## config.mk

```make
export PLATFORM = sky130hd
export DESIGN_NAME = stream_max_tracker_flat
export DESIGN_NICKNAME = d
export VERILOG_FILES = /design/src/rtl/stream_max_tracker_pkg.sv /design/src/rtl/stream_max_tracker_if.sv /design/src/rtl/stream_max_tracker_mag_gt.sv /design/src/rtl/stream_max_tracker.sv /design/src/flat_wrapper.sv
export SDC_FILE = /design/constraint.sdc
export NUM_CORES = 1
export LEC_CHECK = 0
export ABC_AREA = 1
export CAP_MARGIN = 20
export CORE_MARGIN = 2
export CORE_UTILIZATION = 46
export CTS_CLUSTER_SIZE = 25
export DETAILED_ROUTE_END_ITERATION = 6
export PLACE_DENSITY = 0.75
export SYNTH_ARGS = -nofsm -noshare
export SYNTH_HDL_FRONTEND = slang
export SYNTH_SLANG_ARGS = --single-unit
```

## constraint.sdc

```tcl
create_clock -name clk -period 1.5 [get_ports clk]
set_input_delay 0.3 -clock clk [delete_from_list [all_inputs] [get_ports clk]]
set_output_delay 0.3 -clock clk [all_outputs]
set_load 0.01 [all_outputs]
```

## src/rtl/stream_max_tracker_pkg.sv

```systemverilog
// Shared types and default widths for the stream max tracker.
// Defines the tracker state encoding used by the top-level FSM.
package max_track_pkg;

    localparam int DATA_W_DEF = 2;
    localparam int LEN_W_DEF  = 4;

    typedef enum logic [1:0] {
        IDLE = 2'd0,
        RUN  = 2'd1,
        DONE = 2'd2
    } state_t;

endpackage

```

## src/rtl/stream_max_tracker_if.sv

```systemverilog
// Frame control, sample stream and result handshake for the stream max tracker.
// res_index exists only when MAX_TRACK_INDEX_EN is defined.
interface stream_max_tracker_if #(
    parameter int DATA_W = 2,
    parameter int LEN_W  = 4
);
    logic              start;
    logic [LEN_W-1:0]  len;
    logic              in_valid;
    logic              in_ready;
    logic [DATA_W-1:0] in_data;
    logic              busy;
    logic              res_valid;
    logic              res_ready;
    logic [DATA_W-1:0] res_max;
    logic [LEN_W-1:0]  res_count;
`ifdef MAX_TRACK_INDEX_EN
    logic [LEN_W-1:0]  res_index;

    modport master (
        output start, len, in_valid, in_data, res_ready,
        input  in_ready, busy, res_valid, res_max, res_count, res_index
    );
    modport slave (
        input  start, len, in_valid, in_data, res_ready,
        output in_ready, busy, res_valid, res_max, res_count, res_index
    );
`else
    modport master (
        output start, len, in_valid, in_data, res_ready,
        input  in_ready, busy, res_valid, res_max, res_count
    );
    modport slave (
        input  start, len, in_valid, in_data, res_ready,
        output in_ready, busy, res_valid, res_max, res_count
    );
`endif
endinterface

```

## src/rtl/stream_max_tracker_mag_gt.sv

```systemverilog
// Unsigned magnitude comparator: gt is 1 when a is strictly greater than b.
module mag_gt #(
    parameter int DATA_W = 2
) (
    input  logic [DATA_W-1:0] a,
    input  logic [DATA_W-1:0] b,
    output logic              gt
);

    assign gt = (a > b);

endmodule

```

## src/rtl/stream_max_tracker.sv

```systemverilog
// Frame maximum tracker: consumes len samples and reports their maximum and count.
// Optional feature macro MAX_TRACK_INDEX_EN adds the position of the first maximum.
module stream_max_tracker
    import max_track_pkg::*;
#(
    parameter int DATA_W = DATA_W_DEF,
    parameter int LEN_W  = LEN_W_DEF
) (
    input  logic                  clk,
    input  logic                  rst_n,
    stream_max_tracker_if.slave   bus
);

    state_t            state_r;
    state_t            state_s;
    logic [LEN_W-1:0]  len_r;
    logic [LEN_W-1:0]  count_r;
    logic [DATA_W-1:0] max_r;
    logic              accept_s;
    logic              last_s;
    logic              gt_s;
`ifdef MAX_TRACK_INDEX_EN
    logic [LEN_W-1:0]  index_r;
`endif

    mag_gt #(.DATA_W(DATA_W)) u_mag_gt (
        .a  (bus.in_data),
        .b  (max_r),
        .gt (gt_s)
    );

    // Next-state decode and sample-accept qualification.
    always_comb begin
        state_s  = state_r;
        accept_s = 1'b0;
        last_s   = (count_r == (len_r - {{(LEN_W-1){1'b0}}, 1'b1}));
        case (state_r)
            IDLE: begin
                if (bus.start) begin
                    if (bus.len != {LEN_W{1'b0}}) begin
                        state_s = RUN;
                    end else begin
                        state_s = DONE;
                    end
                end else begin
                    state_s = IDLE;
                end
            end
            RUN: begin
                if (bus.in_valid) begin
                    accept_s = 1'b1;
                    if (last_s) begin
                        state_s = DONE;
                    end else begin
                        state_s = RUN;
                    end
                end else begin
                    state_s = RUN;
                end
            end
            DONE: begin
                if (bus.res_ready) begin
                    state_s = IDLE;
                end else begin
                    state_s = DONE;
                end
            end
            default: begin
                state_s = IDLE;
            end
        endcase
    end

    // State register.
    always_ff @(posedge clk) begin
        if (!rst_n) begin
            state_r <= IDLE;
        end else begin
            state_r <= state_s;
        end
    end

    // Frame registers: cleared on start so a zero-length frame reports zeros.
    always_ff @(posedge clk) begin
        if (!rst_n) begin
            len_r   <= {LEN_W{1'b0}};
            count_r <= {LEN_W{1'b0}};
            max_r   <= {DATA_W{1'b0}};
        end else begin
            case (state_r)
                IDLE: begin
                    if (bus.start) begin
                        len_r   <= bus.len;
                        count_r <= {LEN_W{1'b0}};
                        max_r   <= {DATA_W{1'b0}};
                    end
                end
                RUN: begin
                    if (accept_s) begin
                        count_r <= count_r + {{(LEN_W-1){1'b0}}, 1'b1};
                        // First sample loads unconditionally; ties keep the earlier sample.
                        if ((count_r == {LEN_W{1'b0}}) || gt_s) begin
                            max_r <= bus.in_data;
                        end
                    end
                end
                default: begin
                    count_r <= count_r;
                end
            endcase
        end
    end

`ifdef MAX_TRACK_INDEX_EN
    // Index of the first maximum, updated in lockstep with max_r.
    always_ff @(posedge clk) begin
        if (!rst_n) begin
            index_r <= {LEN_W{1'b0}};
        end else begin
            case (state_r)
                IDLE: begin
                    if (bus.start) begin
                        index_r <= {LEN_W{1'b0}};
                    end
                end
                RUN: begin
                    if (accept_s && ((count_r == {LEN_W{1'b0}}) || gt_s)) begin
                        index_r <= count_r;
                    end
                end
                default: begin
                    index_r <= index_r;
                end
            endcase
        end
    end

    assign bus.res_index = index_r;
`endif

    assign bus.in_ready  = (state_r == RUN);
    assign bus.res_valid = (state_r == DONE);
    assign bus.busy      = (state_r != IDLE);
    assign bus.res_max   = max_r;
    assign bus.res_count = count_r;

endmodule

```

## src/flat_wrapper.sv

```systemverilog
// flat-port wrapper written by rule: the top's interface ports become plain ports
module stream_max_tracker_flat import max_track_pkg::*;
#(
    parameter int DATA_W = DATA_W_DEF,
    parameter int LEN_W  = LEN_W_DEF
)
  (clk, rst_n, bus_start, bus_len, bus_in_valid, bus_in_data, bus_res_ready, bus_in_ready, bus_busy, bus_res_valid, bus_res_max, bus_res_count);
  stream_max_tracker_if #(.DATA_W(DATA_W), .LEN_W(LEN_W)) bus_i ();
  input  logic clk;
  input  logic rst_n;
  input wire logic [$bits(bus_i.start)-1:0] bus_start;
  input wire logic [$bits(bus_i.len)-1:0] bus_len;
  input wire logic [$bits(bus_i.in_valid)-1:0] bus_in_valid;
  input wire logic [$bits(bus_i.in_data)-1:0] bus_in_data;
  input wire logic [$bits(bus_i.res_ready)-1:0] bus_res_ready;
  output wire logic [$bits(bus_i.in_ready)-1:0] bus_in_ready;
  output wire logic [$bits(bus_i.busy)-1:0] bus_busy;
  output wire logic [$bits(bus_i.res_valid)-1:0] bus_res_valid;
  output wire logic [$bits(bus_i.res_max)-1:0] bus_res_max;
  output wire logic [$bits(bus_i.res_count)-1:0] bus_res_count;
  assign bus_i.start = bus_start;
  assign bus_i.len = bus_len;
  assign bus_i.in_valid = bus_in_valid;
  assign bus_i.in_data = bus_in_data;
  assign bus_i.res_ready = bus_res_ready;
  assign bus_in_ready = bus_i.in_ready;
  assign bus_busy = bus_i.busy;
  assign bus_res_valid = bus_i.res_valid;
  assign bus_res_max = bus_i.res_max;
  assign bus_res_count = bus_i.res_count;
  stream_max_tracker #(.DATA_W(DATA_W), .LEN_W(LEN_W)) u_core (.clk(clk), .rst_n(rst_n), .bus(bus_i));
endmodule
```

==> flow_summary_export.csv, run 1 <==
group,metric,value,unit
outcome,status,"finished clean",
pwr,sequentialPowerShare,41.0,%
finish,drive_gt1_share,18.57,%
routing,drc,0,
sta,rsz0062_at_grt,"false",
floorplanning,die_width,44.43,um
clock_tree,numCtsBuffers,3,
sta,fin_crit_sh,94.35,%
yosys,netlist_instances,114,
clock_tree,clock_latency,0.27,ns
grt,antenna_found_initial,0,
routing,vias,767,
yosys,netlist_top_cells_area,"dfxtp_1 (32%), nand2_1 (11%), inv_1 (9.5%)",
worst_setup_path,critical_path.endpoint_type,"flip-flop",
pwr,power_frac_comb,30.1,%
worst_setup_path,worstSetupPathType,"primary input to flip-flop",
finish,stdcell_count,156,
routing,first_iter_violations,3,
routing,post_drt_wl_per_cell,9.712,um
place,port-buffer-count,19,
finish,fill_cells,121,
routing,drtAntennaViolNets,0,
worst_setup_path,cp_num_cells,8,
grt,grt_pass1_wl,2.553,mm
job,max-cap-violations,0,
yosys,synth_area_per_cell,6.596,um^2
sta,worst_hold_slack,0.4637,ns
place,dp_hpwl,1.234,mm
pwr,power_switching,279.8,uW
pwr,ir_drop,0.0004929,V
grt,grt_pass1_vias,626,
floorplanning,ios,20,
sta,drv_slew,0,
place,gp_congestion,0.8012,
place,placement.cell_area,987.2,um^2
hold_path,worstHoldPathType,"primary input to flip-flop",
yosys,synth_area,752.0,um^2
clock_tree,ctsHtreeMaxLevel,1,
clock_tree,clock_tree.root_cell,"clkbuf_4",
sta,setup_viol,0,
floorplanning,fp-row-count,14,
clock_tree,clk_pin_slew_worst_paths,0.08,ns
sta,fin_crit,1.415,ns
worst_setup_path,ff2ff_path_depth,8,
place,dp.cells,152,
clock_tree,cts_hold_buf,0,
worst_setup_path,reg2reg_setup_slack,0.12,ns
sta,slew_headroom,79.35,%
worst_setup_path,worstPathCellList,"clkdlybuf4s50_1, inv_1, ha_1, nand2_1, o21ai_0, nand3_1, a21oi_2, nor2_1",
finish,n_antenna_cell,0,
yosys,synth_fp_nets,130,
floorplanning,dieArea,1974,um^2
yosys,synth_top_area_share,31.95,%
routing,drt-total-wl,1.515,mm
sta,hold_viol_final,0,
routing,firstDrtPassIters,4,
yosys,synth_seq_cells,12,
finish,utilization,70.44,%
grt,grt_overflow,0,
yosys,synth_area_leader_cell,"dfxtp_1",
finish,fin_nets,157,
routing,post_drt_via_cell_ratio,4.917,
sta,skew,0.006863,ns
finish,area_growth,42.76,%
worst_setup_path,worstPathArrival,1.58,ns
pwr,sw_frac_of_total,30.97,%
grt,grt_start_max_net_pins,11,
pwr,p_int,623.7,uW
yosys,synth_cell_types,18,
pwr,total_power,903.5,uW
floorplanning,die_y,44.43,um
hold_path,hold_path_depth,5,
sta,fmax,706.6,MHz
clock_tree,cts_tree,"done",
floorplanning,core-area,1524,um^2
grt,track_usage,18.12,%
yosys,yosys_warnings,0,
pwr,p_leak,0.5774,nW
worst_setup_path,critPathRequiredTime,1.67,ns
finish,finalInstanceArea,1074,um^2
pwr,power_density,841.6,nW/um^2
worst_setup_path,path_buf_inv,2,
worst_setup_path,slowest_delay,0.48,ns
worst_setup_path,path_delay_family,"buffers and inverters",
sta,worst_pin_slew,0.3086,ns
pwr,clkPwrFrac,28.9,%
yosys,synth-seq-area-share,31.95,%
clock_tree,clockBufferDepth,2,
worst_setup_path,crit_slowest_cell,"clkdlybuf4s50_1",
worst_setup_path,startpoint_type,"primary input",
clock_tree,cts_sinks,12,
worst_setup_path,cp_max_fo,4,
floorplanning,initial_utilization,49.34,%
==> power groups by stage <==
| stage | clock [mW] | combinational [mW] | sequential, mW |
|---|---|---|---|
| 2_1_floorplan | 0 | 0.157 | 0.376 |
| 3_3_place_gp | 0 | 0.259 | 0.374 |
| 3_5_place_dp | 0 | 0.266 | 0.375 |
| 4_1_cts | 0.272 | 0.260 | 0.370 |
| 5_1_grt | 0.297 | 0.309 | 0.375 |
| 6_report | 0.261 | 0.272 | 0.371 |
==> synthesized netlist by cell type, drive strengths merged <==
library cell and instances:
a21oi 10, a31oi 1, buf 1, dfxtp 12, ha 5, inv 20, nand2 26, nand3 7
nor2 18, nor3 3, o21ai 8, xnor2 1, xor2 2
==> repair_timing <==
item,CTS,global route
resized for setup,13,11
endpoints found under the setup margin,7,8
pin swaps,0,2
setup buffers,0,0
==> tightest hold or removal path, delay by kind of cell <==
| kind | cells | cell delay [ns] |
|---|---|---|
| AND/OR/NAND/NOR | 4 | 0.24 |
| buffers and inverters | 1 | 0.16 |
==> stage by stage <==
| step | TNS, ns | worst slack, ns |
|---|---|---|
| floorplan | 0 | 0.1520 |
| global placement | -0.4267 | -0.1754 |
| detailed placement | -0.5930 | -0.2368 |
| CTS | 0 | 0.003559 |
| global route | 0 | 0.01737 |
| finish | 0 | 0.08475 |
==> state kept, by name, indices dropped and copies added, names as in the netlist <==
signal                cells
u_core.len_r              4
u_core.state_r            2
u_core.bus.res_max        2
u_core.bus.res_count      4
==> kinds of logic after synthesis <==
group | count (synthesis) | share of synthesized area [%]
xor+xnor | 3 | 3.495
compound gates | 19 | 14.31
simple gates | 54 | 31.28
flops | 12 | 31.95
fa+ha+maj | 5 | 8.319
buf+inv | 21 | 10.65
==> per-layer routing <==
layer,GRT usage [%],part of all wire (%),vias to the layer above
met1,21.72,46,339
li1,-,-,412
met2,28.82,49,14
met3,4.898,4.2,2
met4,10.91,0.86,0
met5,0,0,-
==> layout by cell type, fill, tap and decap left out <==
cell type,instances
nand3_1,7
nand2_4,2
dlygate4sd2_1,6
nor3_1,3
nand2_1,23
o21ai_0,7
clkbuf_4,3
clkdlybuf4s50_1,9
dlymetal6s2s_1,4
a31oi_1,1
o21ai_4,1
xor2_1,2
a21oi_1,9
xnor2_1,1
a21oi_2,1
inv_1,18
inv_2,2
dfxtp_4,1
dfxtp_1,5
nor2_1,16
nor2_4,1
nor2_2,1
ha_1,3
nand2_2,1
dfxtp_2,6
ha_4,2
clkbuf_8,1
buf_4,4
==> worst paths after layout <==
kind	from	endpoint
setup / recovery	bus_in_data[0]	u_core.bus.res_max[1]
hold / removal	bus_in_data[1]	u_core.bus.res_max[1]
setup reg to reg	u_core.bus.res_max[1]	u_core.bus.res_max[1]
hold reg to reg	u_core.len_r[2]	u_core.len_r[2]
==> layout make-up <==
class,count,area (um^2),share of cell area (%)
multi-input cells,81,467.9,43.59
flip-flops and latches,12,251.5,23.43
repair buffers,23,222.7,20.75
inverters,20,75.07,6.993
clock buffers,4,36.28,3.380
well taps,16,20.02,1.865
(Power assumes the default switching activity.)
==> inputs of run 2 (changes only) <==
--- a/config.mk
+++ b/config.mk
@@ -12,6 +12,7 @@
 export CTS_CLUSTER_SIZE = 25
 export DETAILED_ROUTE_END_ITERATION = 6
 export PLACE_DENSITY = 0.75
+export REMOVE_ABC_BUFFERS = 1
 export SYNTH_ARGS = -nofsm -noshare
 export SYNTH_HDL_FRONTEND = slang
 export SYNTH_SLANG_ARGS = --single-unit
==> run 2 against run 1 <==
  * First-iteration DRC count grew to 5.0 times the previous value
  * Routed wire length is 4.8% higher
  * Flip-flop and latch count unchanged
  * Clock power down 25%
  * Fmax fell by 2.0%
  * Sequential power is essentially flat
  * Worst hold slack better by 0.028 ns
  * Sequential share of layout area increased by 0.054 points
  * Largest cell class unchanged
  * Design area decreased by 2.2%
==> flow_summary_export.csv, run 2 (synthesis gave the netlist of run 1 again) <==
group,metric,value,unit
sta,drv_slew,0,
pwr,power_density,799.3,nW/um^2
floorplanning,die_y,44.43,um
grt,antenna_found_initial,0,
routing,drc,0,
finish,drive_gt1_share,14.39,%
grt,grt_start_max_net_pins,11,
sta,hold_viol_final,0,
clock_tree,clk_pin_slew_worst_paths,0.08,ns
place,gp_congestion,0.7774,
grt,grt_pass1_wl,2.649,mm
sta,slew_headroom,76.96,%
job,max-cap-violations,0,
sta,fin_crit_sh,96.26,%
clock_tree,clock_latency,0.26,ns
floorplanning,dieArea,1974,um^2
grt,grt_overflow,0,
finish,finalInstanceArea,1050,um^2
clock_tree,clock_tree.root_cell,"clkbuf_4",
worst_setup_path,reg2reg_setup_slack,0.11,ns
routing,vias,765,
floorplanning,core-area,1524,um^2
routing,drt-total-wl,1.587,mm
clock_tree,cts_hold_buf,0,
grt,grt_pass1_vias,658,
worst_setup_path,worstSetupPathType,"primary input to flip-flop",
floorplanning,initial_utilization,49.34,%
finish,fin_nets,157,
hold_path,worstHoldPathType,"flip-flop to flip-flop",
clock_tree,post_cts_buffers,0,
clock_tree,cts_sinks,12,
finish,area_growth,39.60,%
sta,rsz0062_at_grt,"true",
routing,post_drt_via_cell_ratio,4.935,
finish,final_common_cell,"nand2_1",
floorplanning,fp-row-count,14,
sta,fin_crit,1.444,ns
pwr,ir_drop,0.0005487,V
worst_setup_path,critical_path.endpoint_type,"flip-flop",
clock_tree,numCtsBuffers,3,
routing,post_drt_wl_per_cell,10.24,um
finish,final_cell_mix,"nand2_1 (23), inv_1 (19), nor2_1 (16)",
sta,worst_slack,0.05608,ns
place,port-buffer-count,19,
clock_tree,clockBufferDepth,2,
pwr,p_leak,0.5569,nW
grt,track_usage,17.88,%
routing,firstDrtPassIters,5,
pwr,total_power,839.0,uW
place,dp_hpwl,1.243,mm
finish,fill_cells,131,
routing,drtAntennaViolNets,0,
clock_tree,cts_tree,"done",
sta,skew,0.002873,ns
finish,n_antenna_cell,0,
routing,first_iter_violations,15,
worst_setup_path,worstPathArrival,1.61,ns
clock_tree,ctsHtreeMaxLevel,1,
sta,setup_viol,0,
sta,fmax,692.6,MHz
floorplanning,die_width,44.43,um
place,placement.cell_area,999.7,um^2
finish,multi_input_area,451.7,um^2
finish,regArea,246.5,um^2
place,post-place-ws,-0.2766,ns
worst_setup_path,startpoint_type,"primary input",
worst_setup_path,cp_max_fo,4,
sta,worst_pin_slew,0.3443,ns
outcome,status,"finished clean",
floorplanning,ios,20,
worst_setup_path,critPathRequiredTime,1.66,ns
run 2: routing by layer:
layer  vias up  global-route usage [%]  part of all wire, %
met3         4                   2.449                  5.2
met2        23                   30.59                   46
li1        406                       -                    -
met5         -                       0                    0
met4         0                   5.455                  1.0
met1       332                   23.29                   48
run 2: timing repair:
action,4_1_cts,5_1_grt
endpoints found under the setup margin,6,5
endpoints found under the hold margin,0,0
gates resized for setup,10,8
pin swaps,0,1
run 2: worst max-delay path, stage by stage:
cell and delay (ns):
clkdlybuf4s50_1 0.49, ha_1 0.25, inv_1 0.06, nor2_1 0.03, o21ai_1 0.14, nand3_2 0.14
a21oi_2 0.14, nor2_1 0.05
run 2: final timing paths:
kind,from,endpoint,cells after the start
max,bus_in_data[1],u_core.bus.res_max[1],8
min,u_core.len_r[1],u_core.len_r[1],2
max reg2reg,u_core.len_r[0],u_core.state_r[0],10
min reg2reg,u_core.len_r[1],u_core.len_r[1],2
run 2: per-stage QoR:
| stage | util (%) | cells | setup TNS, ns | hold WS (ns) |
|---|---|---|---|---|
| after floorplan | - | 113 | 0 | 0.4207 |
| after global placement | 65.60 | 152 | -0.4348 | 0.4844 |
| after detailed placement | 65.60 | 152 | -0.6886 | 0.4866 |
| after CTS | 67.41 | 155 | 0 | 0.4974 |
| after global routing | 68.88 | 155 | -0.01458 | 0.5206 |
| final | 68.88 | 155 | 0 | 0.4915 |
run 2: area by class of cell:
cell class	instances	share of cell area [%]
multi-input cells	81	43.03
flip-flops and latches	12	23.48
repair buffers	23	22.29
inverters	20	7.151
clock buffers	3	2.145
well taps	16	1.907
run 2: power breakdown:
group	switching (mW)	leakage, nW	internal, mW
clock	0.102	0.0138	0.0925
combinational	0.144	0.443	0.130
sequential	0.0253	0.100	0.345
==> inputs of run 3 (changes only) <==
--- a/config.mk
+++ b/config.mk
@@ -7,11 +7,14 @@
 export LEC_CHECK = 0
 export ABC_AREA = 1
 export CAP_MARGIN = 20
+export CELL_PAD_IN_SITES_DETAIL_PLACEMENT = 1
+export CELL_PAD_IN_SITES_GLOBAL_PLACEMENT = 1
 export CORE_MARGIN = 2
-export CORE_UTILIZATION = 46
+export CORE_UTILIZATION = 32
 export CTS_CLUSTER_SIZE = 25
 export DETAILED_ROUTE_END_ITERATION = 6
-export PLACE_DENSITY = 0.75
+export GPL_ROUTABILITY_DRIVEN = 0
+export PLACE_DENSITY = 0.76
 export REMOVE_ABC_BUFFERS = 1
 export SYNTH_ARGS = -nofsm -noshare
 export SYNTH_HDL_FRONTEND = slang
==> run 3 against run 2 <==
  * Clock skew is 0.0010 ns higher
  * Design area is 0.24% lower
  * Worst hold slack got worse by 0.0015 ns
  * Flip-flop and latch count unchanged
  * Non-clock buffer count shrank 1
  * Setup slack gained 0.020 ns
  * Clock power about the same
  * Combinational power fell by 3%
  * First-iteration DRC count shrank 67%
  * Sequential power is essentially flat
  * Via count up 6.3%
  * Sequential share of layout area rose by 0.53 points
  * Critical path type is now flip-flop to output pin
  * Highest routed layer is now met3
==> flow_summary_export.csv, run 3 (synthesis gave the netlist of run 1 again) <==
group,metric,value,unit
clock_tree,cts_tree,"done",
finish,final_common_cell,"nand2_1",
routing,post_drt_wl_per_cell,11.11,um
sta,worst_pin_slew,0.3318,ns
sta,skew,0.003894,ns
place,port-buffer-count,19,
sta,setup_viol,0,
worst_setup_path,worstPathCellList,"clkdlybuf4s50_1",
worst_setup_path,worstPathArrival,1.12,ns
routing,firstDrtPassIters,3,
worst_setup_path,cp_max_fo,2,
grt,antenna_found_initial,0,
floorplanning,ios,20,
sta,fin_crit_sh,94.90,%
finish,regArea,251.5,um^2
place,dp_hpwl,1.496,mm
pwr,power_density,796.9,nW/um^2
floorplanning,die_width,52.48,um
clock_tree,clock_tree.root_cell,"clkbuf_4",
job,max-cap-violations,0,
sta,drv_slew,0,
finish,multi_input_area,444.2,um^2
clock_tree,clk_pin_slew_worst_paths,0.07,ns
clock_tree,numCtsBuffers,3,
grt,grt_pass1_wl,3.201,mm
floorplanning,die_y,52.48,um
sta,fmax,702.5,MHz
finish,finalInstanceArea,1047,um^2
worst_setup_path,slowest_delay,0.53,ns
finish,drive_gt1_share,15.22,%
routing,post_drt_via_cell_ratio,4.898,
finish,n_antenna_cell,0,
pwr,total_power,834.6,uW
pwr,p_leak,0.5595,nW
worst_setup_path,path_delay_family,"buffers and inverters",
worst_setup_path,crit_slowest_cell,"clkdlybuf4s50_1",
clock_tree,ctsHtreeMaxLevel,1,
sta,slew_headroom,77.81,%
clock_tree,clockBufferDepth,2,
sta,rsz0062_at_grt,"false",
hold_path,hold_end,"u_core.bus.res_max[1]",
floorplanning,fp-row-count,17,
floorplanning,core-area,2212,um^2
worst_setup_path,ff2ff_path_depth,10,
floorplanning,initial_utilization,33.99,%
worst_setup_path,critical_path.endpoint_type,"output pin",
finish,fin_nets,156,
sta,worst_hold_slack,0.4900,ns
worst_setup_path,startpoint_type,"flip-flop",
clock_tree,clock_latency,0.27,ns
worst_setup_path,worstSetupPathType,"flip-flop to output pin",
hold_path,hold_path_depth,2,
routing,drt-total-wl,1.844,mm
grt,grt_pass1_vias,781,
routing,drtAntennaViolNets,0,
pwr,ir_drop,0.0006065,V
worst_setup_path,critPathRequiredTime,1.20,ns
routing,first_iter_violations,5,
worst_setup_path,path_buf_inv,1,
floorplanning,dieArea,2754,um^2
grt,grt_start_max_net_pins,11,
finish,area_growth,39.27,%
worst_setup_path,reg2reg_to,"u_core.state_r[0]",
worst_setup_path,reg2reg_setup_slack,0.10,ns
finish,fill_cells,300,
sta,hold_viol_final,0,
sta,fin_crit,1.424,ns
clock_tree,cts_sinks,12,
finish,final_cell_mix,"nand2_1 (23), inv_1 (19), nor2_1 (16)",
hold_path,hold_start,"u_core.bus.res_max[1]",
hold_path,worstHoldPathType,"flip-flop to flip-flop",
grt,track_usage,15.81,%
worst_setup_path,r2r-start,"u_core.len_r[0]",
routing,drc,0,
place,placement.cell_area,994.7,um^2
outcome,status,"finished clean",
grt,grt_overflow,0,
routing,vias,813,
run 3: worst max path at each step:
stage	from	end	slack [ns]	cells past startpoint
6_report	u_core.bus.res_count[3]	bus_res_count[3]	0.08	1
5_1_grt	u_core.len_r[0]	u_core.state_r[0]	0.005	10
4_1_cts	u_core.bus.res_count[1]	bus_res_count[1]	0.001	1
3_5_place_dp	bus_in_data[1]	u_core.bus.res_max[1]	-0.23	8
3_3_place_gp	bus_in_data[1]	u_core.bus.res_max[1]	-0.19	8
2_1_floorplan	u_core.bus.res_max[1]	u_core.bus.res_max[0]	0.15	8
run 3: report_power, final:
group	internal, mW	switching (mW)
sequential	0.347	0.0250
clock	0.0929	0.103
combinational	0.121	0.146
run 3: cell type report:
class | count | share of cell area, %
repair buffers | 22 | 20.91
well taps | 28 | 3.345
multi-input cells | 81 | 42.41
flip-flops and latches | 12 | 24.01
inverters | 20 | 7.168
clock buffers | 3 | 2.151
run 3: repair_timing:
action / CTS / global route
endpoints found under the setup margin: 6 / 10
pin swaps: 0 / 1
cloned: 0 / 0
gates resized for setup: 10 / 11
setup buffers: 0 / 0
hold buffers: 0 / 0
run 3: metrics by stage:
stage	TNS (ns)	setup WS [ns]	util, %	cells
after floorplan	0	0.1520	-	113
after global placement	-0.5085	-0.1875	44.97	163
after detailed placement	-0.6447	-0.2288	44.97	163
after CTS	0	0.001136	46.32	166
after global routing	0	0.004645	47.34	166
final	0	0.07646	47.34	166
run 3: routing by layer:
layer / part of all wire, % / GRT usage, % / vias to the layer above
li1: - / - / 411
met1: 44 / 17.88 / 385
met2: 51 / 28.33 / 17
met3: 5.4 / 6.000 / 0
met4: 0 / 2.564 / 0
met5: 0 / 0 / -
